**src/rtl/weight_buffer.sv**
```systemverilog
// Weight staging buffer: fetches a block of filter words from memory into local
// storage, then streams it to the PE NoC in one or more wrapping output passes.
module weight_buffer #(
   parameter int unsigned DEPTH = 32,
   parameter int unsigned MEM_W = 64,
   parameter int unsigned LEN_W = 6
) (
   input  logic             clk,
   input  logic             rst_n,
   input  logic             start_load,
   input  logic [LEN_W-1:0] load_len,
   input  logic             start_output,
   input  logic [LEN_W-1:0] out_len,
   output logic             mem_req,
   input  logic             mem_ack,
   input  logic [MEM_W-1:0] mem_data,
   input  logic             mem_data_valid,
   output logic [MEM_W-1:0] weight_out_data,
   output logic             weight_out_valid,
   input  logic             weight_out_ready,
   output logic             weight_load_finish,
   output logic             weight_output_finish,
   output logic             overflow_err
);

   localparam int unsigned PTR_W = $clog2(DEPTH);
   localparam int unsigned OUT_W = LEN_W + 1;

   typedef enum logic [1:0] {
      S_IDLE   = 2'd0,
      S_LOAD   = 2'd1,
      S_READY  = 2'd2,
      S_OUTPUT = 2'd3
   } state_e;

   state_e           state_q;
   logic             start_load_q;
   logic             start_output_q;
   logic [LEN_W-1:0] eff_len_q;
   logic [LEN_W-1:0] issued_q;
   logic [LEN_W-1:0] received_q;
   logic [LEN_W-1:0] remain_q;
   logic [PTR_W-1:0] wr_ptr_q;
   logic [PTR_W-1:0] rd_ptr_q;
   logic [OUT_W-1:0] outstanding_q;
   logic [OUT_W-1:0] drop_q;
   logic [MEM_W-1:0] out_data_q;
   logic             out_valid_q;
   logic             load_fin_q;
   logic             out_fin_q;
   logic             ovf_q;
   logic [MEM_W-1:0] mem_q [DEPTH];

   logic             load_edge;
   logic             output_edge;
   logic             ack_fire;
   logic             data_acc;
   logic             drop_now;
   logic             wr_en;
   logic [LEN_W-1:0] eff_len_d;
   logic [LEN_W-1:0] rd_inc;
   logic [PTR_W-1:0] rd_nxt;
   logic [OUT_W-1:0] outstanding_d;

   assign mem_req = (state_q == S_LOAD) && (issued_q < eff_len_q);

   // Response bookkeeping: responses are in order, so the oldest `drop_q` returns
   // belong to an aborted load and are discarded.
   always_comb begin
      load_edge     = start_load & ~start_load_q;
      output_edge   = start_output & ~start_output_q;
      eff_len_d     = (load_len > LEN_W'(DEPTH)) ? LEN_W'(DEPTH) : load_len;
      ack_fire      = mem_ack & mem_req;
      data_acc      = mem_data_valid & ((outstanding_q != '0) | ack_fire);
      drop_now      = data_acc & (drop_q != '0);
      wr_en         = data_acc & ~drop_now & (state_q == S_LOAD) & ~load_edge;
      outstanding_d = outstanding_q + OUT_W'(ack_fire) - OUT_W'(data_acc);
      rd_inc        = LEN_W'(rd_ptr_q) + LEN_W'(1);
      rd_nxt        = (rd_inc >= eff_len_q) ? '0 : PTR_W'(rd_inc);
   end

   // Storage carries no reset; its contents are meaningless until a load fills it.
   always_ff @(posedge clk) begin
      if (wr_en) begin
         mem_q[wr_ptr_q] <= mem_data;
      end
   end

   always_ff @(posedge clk or negedge rst_n) begin
      if (!rst_n) begin
         state_q        <= S_IDLE;
         start_load_q   <= 1'b0;
         start_output_q <= 1'b0;
         eff_len_q      <= '0;
         issued_q       <= '0;
         received_q     <= '0;
         remain_q       <= '0;
         wr_ptr_q       <= '0;
         rd_ptr_q       <= '0;
         outstanding_q  <= '0;
         drop_q         <= '0;
         out_data_q     <= '0;
         out_valid_q    <= 1'b0;
         load_fin_q     <= 1'b0;
         out_fin_q      <= 1'b0;
         ovf_q          <= 1'b0;
      end else begin
         start_load_q   <= start_load;
         start_output_q <= start_output;
         outstanding_q  <= outstanding_d;
         load_fin_q     <= 1'b0;
         out_fin_q      <= 1'b0;

         if (mem_data_valid && !data_acc) begin
            ovf_q <= 1'b1;
         end
         if (drop_now) begin
            drop_q <= drop_q - OUT_W'(1);
         end
         if (ack_fire) begin
            issued_q <= issued_q + LEN_W'(1);
         end

         // A load edge restarts from any state; in-flight responses become drops.
         if (load_edge) begin
            eff_len_q   <= eff_len_d;
            issued_q    <= '0;
            received_q  <= '0;
            wr_ptr_q    <= '0;
            rd_ptr_q    <= '0;
            drop_q      <= outstanding_d;
            out_valid_q <= 1'b0;
            if (eff_len_d == '0) begin
               load_fin_q <= 1'b1;
               state_q    <= S_READY;
            end else begin
               state_q    <= S_LOAD;
            end
         end else begin
            unique case (state_q)
               S_IDLE: begin
               end
               S_LOAD: begin
                  if (wr_en) begin
                     wr_ptr_q   <= wr_ptr_q + PTR_W'(1);
                     received_q <= received_q + LEN_W'(1);
                     if ((received_q + LEN_W'(1)) == eff_len_q) begin
                        load_fin_q <= 1'b1;
                        state_q    <= S_READY;
                     end
                  end
               end
               S_READY: begin
                  if (output_edge) begin
                     remain_q <= out_len;
                     if (out_len == '0) begin
                        out_fin_q <= 1'b1;
                     end else begin
                        state_q   <= S_OUTPUT;
                     end
                  end
               end
               S_OUTPUT: begin
                  // First cycle primes the output register; later transfers prefetch
                  // the following word so a ready NoC sees one word per cycle.
                  if (!out_valid_q) begin
                     out_data_q  <= mem_q[rd_ptr_q];
                     out_valid_q <= 1'b1;
                  end else if (weight_out_ready) begin
                     rd_ptr_q <= rd_nxt;
                     remain_q <= remain_q - LEN_W'(1);
                     if (remain_q == LEN_W'(1)) begin
                        out_valid_q <= 1'b0;
                        out_fin_q   <= 1'b1;
                        state_q     <= S_READY;
                     end else begin
                        out_data_q  <= mem_q[rd_nxt];
                     end
                  end
               end
               default: begin
                  state_q <= S_IDLE;
               end
            endcase
         end
      end
   end

   assign weight_out_data      = out_data_q;
   assign weight_out_valid     = out_valid_q;
   assign weight_load_finish   = load_fin_q;
   assign weight_output_finish = out_fin_q;
   assign overflow_err         = ovf_q;

endmodule

```
**config.mk**
```make
export PLATFORM = sky130hd
export DESIGN_NAME = weight_buffer
export DESIGN_NICKNAME = d
export VERILOG_FILES = /design/src/rtl/weight_buffer.sv
export SDC_FILE = /design/constraint.sdc
export NUM_CORES = 2
export LEC_CHECK = 0
export CORE_MARGIN = 5
export CORE_UTILIZATION = 55
export DETAILED_ROUTE_END_ITERATION = 8
export PLACE_DENSITY_LB_ADDON = 0.3
export SLEW_MARGIN = 20
export SYNTH_ARGS = -nofsm -noshare
export SYNTH_HDL_FRONTEND = slang
export SYNTH_SLANG_ARGS = --single-unit
```
**constraint.sdc**
```tcl
create_clock -name clk -period 6.43 [get_ports clk]
set_input_delay 1.286 -clock clk [delete_from_list [all_inputs] [get_ports clk]]
set_output_delay 1.286 -clock clk [all_outputs]
set_load 0.005 [all_outputs]
```
# == Word level (Yosys, flattened, before mapping) ==
# Memory sizes are Yosys's and may differ from the RTL's.
# Cells that the tools add are included.
# op_classes
addsub,8
n_mul,0
div,0
n_lt_le_gt_ge,3
n_eq_ne,17
shifts,0
mux,52
bitwise_logic,13
reduce_logical,21
# op_table
operator,count
64-bit 2-to-1 mux,3
6-bit 2-to-1 mux,9
5-bit 2-to-1 mux,8
1-bit 2-to-1 mux,18
2-bit 2-to-1 mux,9
"3-bit inequality test, second input constant",6
2-bit nonzero test,8
7-bit 2-to-1 mux,2
7-bit nonzero test,2
"6-bit by 1-bit adder with 6-bit output, second input constant",2
6-bit zero test,2
6-bit one-hot mux with 2 select lines,1
"2-bit inequality test, second input constant",5
1-bit AND,8
8-bit AND reduction,1
7-bit by 1-bit adder with 7-bit output,1
7-bit by 1-bit subtractor with 7-bit output,1
"7-bit by 1-bit subtractor with 7-bit output, second input constant",1
"5-bit by 1-bit adder with 6-bit output, second input constant",1
"6-bit by 1-bit equality test with 1-bit output, second input constant",1
6-bit equality test,1
6-bit greater-or-equal comparator,1
"6-bit > comparator, second input constant",1
6-bit less-than comparator,1
16 further kinds,21
# totals
regBits,120
latch_bits,0
ram_bits,2048
mem_bits_ro,0
input_bits,83
output_inout_bits,69
elab_cells,131
mem_count,1
# memory_table
memory,depth,width,rd,rd_clocked_by_memory_dff,write_ports,line,rtl
mem_q,32,64,2,0,1,52,logic [MEM_W-1:0] mem_q [DEPTH];

# == Logic depth before layout (Yosys ltp) ==
# depth
depth_word,13
depth_mapped,21

# == Least setup slack after synthesis ==
# No wires, ideal clock.
# synth_timing
path_kind,input to register
startpoint,input mem_data_valid
endpoint,memory mem_q[31][0] (enable)
t_arrival_ps,5023
t_required_ps,5943
path_slack_ps,920
stages,5
n_path_buf,1
cell_sequence,o2111ai_1 clkbuf_1 a211oi_1 nand3_1 nor2_1
# synth_via
elab_chain_len,8
# synth_lines
element,line,rtl
"start, declared",17,"input logic mem_data_valid,"
1-bit AND (*),74,data_acc = mem_data_valid & ((outstanding_q != '0) | ack_fire);
1-bit AND,75,drop_now = data_acc & (drop_q != '0);
1-bit NOT,76,wr_en = data_acc & ~drop_now & (state_q == S_LOAD) & ~load_edge;
1-bit AND (*) (3 in a row),76,
1-bit 2-to-1 mux (*),84,if (wr_en) begin
1-bit 2-to-1 mux (implied by the code) (*),85,mem_q[wr_ptr_q] <= mem_data;
"end, declared",52,
# Mark *: on every way between the ends. The rest lies on a longest branch, timed or not.

# == Worst setup path after layout ==
# layout_timing
startpoint,register rd_ptr_q[1]
endpoint,register out_data_q[25] (netlist: weight_out_data[25])
# layout_via
elab_chain_len,7
# layout_lines
element,line,rtl
"start, declared",44,logic [PTR_W-1:0] rd_ptr_q;
"start signal, assigned",170,rd_ptr_q <= rd_nxt;
5-bit by 1-bit adder with 6-bit output,78,rd_inc = LEN_W'(rd_ptr_q) + LEN_W'(1);
6-bit greater-or-equal comparator,79,rd_nxt = (rd_inc >= eff_len_q) ? '0 : PTR_W'(rd_inc);
5-bit 2-to-1 mux,79,
memory 32 x 64 bit (*),n/a,
64-bit 2-to-1 mux,172,if (remain_q == LEN_W'(1)) begin
64-bit 2-to-1 mux,169,end else if (weight_out_ready) begin
64-bit 2-to-1 mux (*),166,if (!out_valid_q) begin
"end signal, assigned",167,out_data_q <= mem_q[rd_ptr_q];
"end signal, assigned",177,out_data_q <= mem_q[rd_nxt];
"end, declared",47,logic [MEM_W-1:0] out_data_q;
# Mark *: on every way between the ends. The rest lies on a longest branch, timed or not. The select of a mux whose other input is x is not followed.
# A chain may end at the register's enable or synchronous reset.

==> out/summary.md <==
- completed — result of the run
- in -> async — class of the tightest hold or removal check
- 0.889 — gpl congestion
- 55.2% — initial core utilization
- 0 — count of buffers added by post-CTS timing repair for setup
- 0.89 ns — worst-skew pair later-pin latency
- 9.12% — met3 Use GR
- 0 — number of buffers inserted for hold repair after clock tree synthesis
- 1.18 ns — Worst Max-Slew Pin Slew
- 343000 um — wire length reported by the detailed router
- 5.43 ns — shortest clock period the worst path allows after layout
- sky130_fd_sc_hd__edfxtp_1 — library cell with the largest summed area after synthesis
- 51.9% — met2 demand-to-capacity share in global routing
- ha_2, nand3_1, xnor2_1, ha_1, and2_4, and3_1, a211oi_4, buf_12, buf_4, mux2_2, o221ai_1, o21ai_0, a311oi_1, nor3_1 — CP cell instances
- met2 — most utilized layer in the global route result
- 0 — synth warn
- 88 — largest driver fanout on the critical path
- 107000 um^2 — cell area after placement
- sky130_fd_sc_hd__edfxtp_1 (2048), sky130_fd_sc_hd__nand2_1 (786), sky130_fd_sc_hd__mux2i_1 (620) — commonest cells after routing, fill and taps aside
- 136 — pin count of the biggest net entering global routing
- 71700 — overall via count from detail_route
- 152 — count of pins on the block boundary
- 34.8% — GRT Overall Usage
- 441 um — die span in y
- 0 — count of endpoints failing hold in the final timing report
- 219 — number of CTS-inserted buffers
- 47.0% — met1 global-route usage
- 21.3% — relative slew slack
- 35.6 nW — leakage power of the design
- 114000 um^2 — Final Instance Area
- 60.2% — area fraction of the dominant cell type after synthesis
- 14.7 um^2 — mean instance size in the synthesized netlist
- 2168 — number of sinks driven by the clock tree
- 0 — post-CTS resize count
- 7.16 ns — required time worst endpoint
- 16.7% — fraction of layout cells with a size suffix above 1
- 158 — row count
- 6937 — synthesized instance count
- 70000 — vias in the first global route
- sky130_fd_sc_hd__edfxtp_1 — commonest non-fill, non-tap cell in the layout
- 0 — final number of max-transition violations
- 0 — Remaining Overflow, GRT
- 9 — number of search-and-repair iterations in the first detailed-routing pass
- register — CP Capture Type
- 0.07 ns — clock-pin slew on the worst setup and hold paths
- 5.54% — fraction of synthesis flops using an asynchronous set or reset pin
- false — setup repair after global routing missed its margin
- 19 — number of antenna violations at the first check in global routing
- 0 — final antenna-violating net count
- 254 uV — worst voltage drop across the vdd grid
- 0 ns — Total Negative Setup Slacks
- sky130_fd_sc_hd__clkbuf_16 — clock root buffer
- 84.4% — fin crit share
- 0 — count of maximum capacitance violations
- 309 nW/um^2 — power density cells
- 1.00 ns — Final WS setup
- 184 MHz — Fmax
- 7092 — number of nets in the final layout
- reg -> reg — category of the critical setup timing path
- yes — TritonCTS clock tree
- 2048 — EDFF count, synth
- 6.16 ns — Worst Path Arrival
- 151 — Port Buffer Count
- 4 — H-tree level count
- 7.42 — via density per instance
- 7052 — Post-Syn Nets
- 189000 um — post-detailed-placement half-perimeter wirelength
- sky130_fd_sc_hd__edfxtp_1 (60%), sky130_fd_sc_hd__mux4_2 (9.8%), sky130_fd_sc_hd__mux2i_1 (6.1%), sky130_fd_sc_hd__dfrtp_1 (2.9%), sky130_fd_sc_hd__nand2_1 (2.9%) — leading cell types by total area after synthesis
- 185000 um^2 — placeable core region
- 441 um — Die Width
- register — startpoint class of the critical path
- 195000 um^2 — die area
- 35.3 mW — Pwr Total
- 1.21 ns — post-place setup slack
- 11.7% — layout overhead on the synthesized area
- 3 — maximum clock path buffer count
- 0 — # DRC
- 35.5 um — per-cell routed wire length
- 0 — endpoints failing setup
- 88 — count of cell types in the netlist
- 0.80 ns — peak per-stage delay on the critical path
- 0.0408 ns — Post-Route Skew
- 2168 — synthesis-stage register bit count
- sky130_fd_sc_hd__dfrtp_4 — Critical Path Slowest Stage Cell
- 102000 um^2 — Post-Syn Area
- 63.1% — proportion of synthesized chip area in sequential cells
- sky130_fd_sc_hd__edfxtp_1 — Primary FF master, synth
- 11900 — initial detailed-routing violation count
- 491000 um — wire length of the first global-routing pass
[sequential cells by signal, summed over array words and instances, names as in the netlist]
name                  flops
mem_q                  2048
weight_out_data          64
drop_q                    7
outstanding_q             7
eff_len_q                 6
issued_q                  6
received_q                6
remain_q                  6
rd_ptr_q                  5
wr_ptr_q                  5
state_q                   2
overflow_err              1
start_load_q              1
start_output_q            1
weight_load_finish        1
weight_out_valid          1
weight_output_finish      1
[report_power, final]
group	total [mW]	internal, mW	switching, mW
combinational	6.07	2.40	3.67
sequential	16.2	15.7	0.460
clock	13.1	7.56	5.51
[layout make-up]
| cell class | count | area [um^2] |
|---|---|---|
| Antenna cell | 17 | 42.5 |
| Clock buffer | 285 | 5950 |
| Clock inverter | 131 | 1380 |
| Fill cell | 13300 | 71100 |
| Inverter | 32 | 143 |
| Multi-Input combinational cell | 4176 | 35200 |
| Sequential cell | 2168 | 64500 |
| Tap cell | 2480 | 3100 |
| Timing Repair Buffer | 380 | 3770 |
[stage by stage]
stage	hold slack (ns)	util [%]	cells
after floorplan	0.451	-	6937
after CTS	0.427	61.7	9652
after global routing	0.467	61.6	9660
after detailed placement	0.463	57.7	9236
after global placement	0.442	57.7	9236
final	0.464	61.6	9669
[worst paths after layout]
check	start	to	slack, ns	cells after the start
worst max-delay path	rd_ptr_q[1]	weight_out_data[25]	1.00	14
max in group asynchronous	rst_n	rd_ptr_q[3]	4.68	2
worst min register to register	overflow_err	overflow_err	0.47	1
worst min-delay path	rst_n	weight_out_data[45]	0.46	1
worst max register to register	rd_ptr_q[1]	weight_out_data[25]	1.00	14
min in group clk	overflow_err	overflow_err	0.47	1
[metal layers]
layer  share of wire (%)  up-vias  wire length [um]
met5               0.013        -                44
met4                 6.5        6             22400
met3                  15     1386             50700
met2                  44     6217            152000
met1                  34    35800            118000
li1                    -    28300                 -
[Yosys cell counts (10+ instances only)]
master and number:
sky130_fd_sc_hd__o311ai_0 12, sky130_fd_sc_hd__a32oi_1 61, sky130_fd_sc_hd__clkbuf_1 252, sky130_fd_sc_hd__a311oi_1 47, sky130_fd_sc_hd__o221a_2 10, sky130_fd_sc_hd__xnor2_1 22
sky130_fd_sc_hd__o221ai_1 212, sky130_fd_sc_hd__nor2b_1 15, sky130_fd_sc_hd__o31ai_1 22, sky130_fd_sc_hd__and2_1 18, sky130_fd_sc_hd__nor4b_1 14, sky130_fd_sc_hd__o211ai_1 59
sky130_fd_sc_hd__a31oi_1 93, sky130_fd_sc_hd__o22ai_1 145, sky130_fd_sc_hd__buf_4 89, sky130_fd_sc_hd__mux2i_1 620, sky130_fd_sc_hd__buf_1 51, sky130_fd_sc_hd__a2111oi_0 38
sky130_fd_sc_hd__mux2_2 70, sky130_fd_sc_hd__mux4_2 443, sky130_fd_sc_hd__nand4_1 30, sky130_fd_sc_hd__edfxtp_1 2048, sky130_fd_sc_hd__o21ai_0 157, sky130_fd_sc_hd__a211oi_1 93
sky130_fd_sc_hd__buf_2 142, sky130_fd_sc_hd__o2111ai_1 23, sky130_fd_sc_hd__nand3_1 234, sky130_fd_sc_hd__a21oi_1 245, sky130_fd_sc_hd__o21a_1 10, sky130_fd_sc_hd__or3_1 28
sky130_fd_sc_hd__a22oi_1 54, sky130_fd_sc_hd__inv_1 28, sky130_fd_sc_hd__ha_1 31, sky130_fd_sc_hd__o22a_1 26, sky130_fd_sc_hd__a21o_1 18, sky130_fd_sc_hd__and3_1 13
sky130_fd_sc_hd__buf_6 26, sky130_fd_sc_hd__a221oi_1 15, sky130_fd_sc_hd__nor2_1 224, sky130_fd_sc_hd__dfrtp_1 120, sky130_fd_sc_hd__o32ai_1 44, sky130_fd_sc_hd__nand2b_1 24
sky130_fd_sc_hd__nor3_1 91, sky130_fd_sc_hd__nand2_1 790
[critical path: cells and delay by family, from the launching register on]
kind	cells	cell delay, ns
muxes	1	0.38
DFF	1	0.80
and+or+nand+nor	4	0.78
buffers and inverters	2	0.94
adders and majority gates	2	0.70
AOI/OAI and AO/OA	4	1.27
xor gates and xnor gates	1	0.33
[cell families (layout without fill, tap and decap cells)]
kind of cell             Yosys count  count (layout)  share of synthesized area [%]
AND/OR/NAND/NOR                 1517            1517                           6.48
multiplexers                    1133            1133                           16.6
adder cells (fa/ha/maj)           32              32                          0.399
XOR/XNOR                          30              30                          0.264
other                              0              17                              0
flip-flops                      2168            2168                           63.1
AO/OA/AOI/OAI                   1464            1464                           10.3
buffers and inverters            593             828                           2.87
Note: power is estimated with default switching activity, not from simulation.
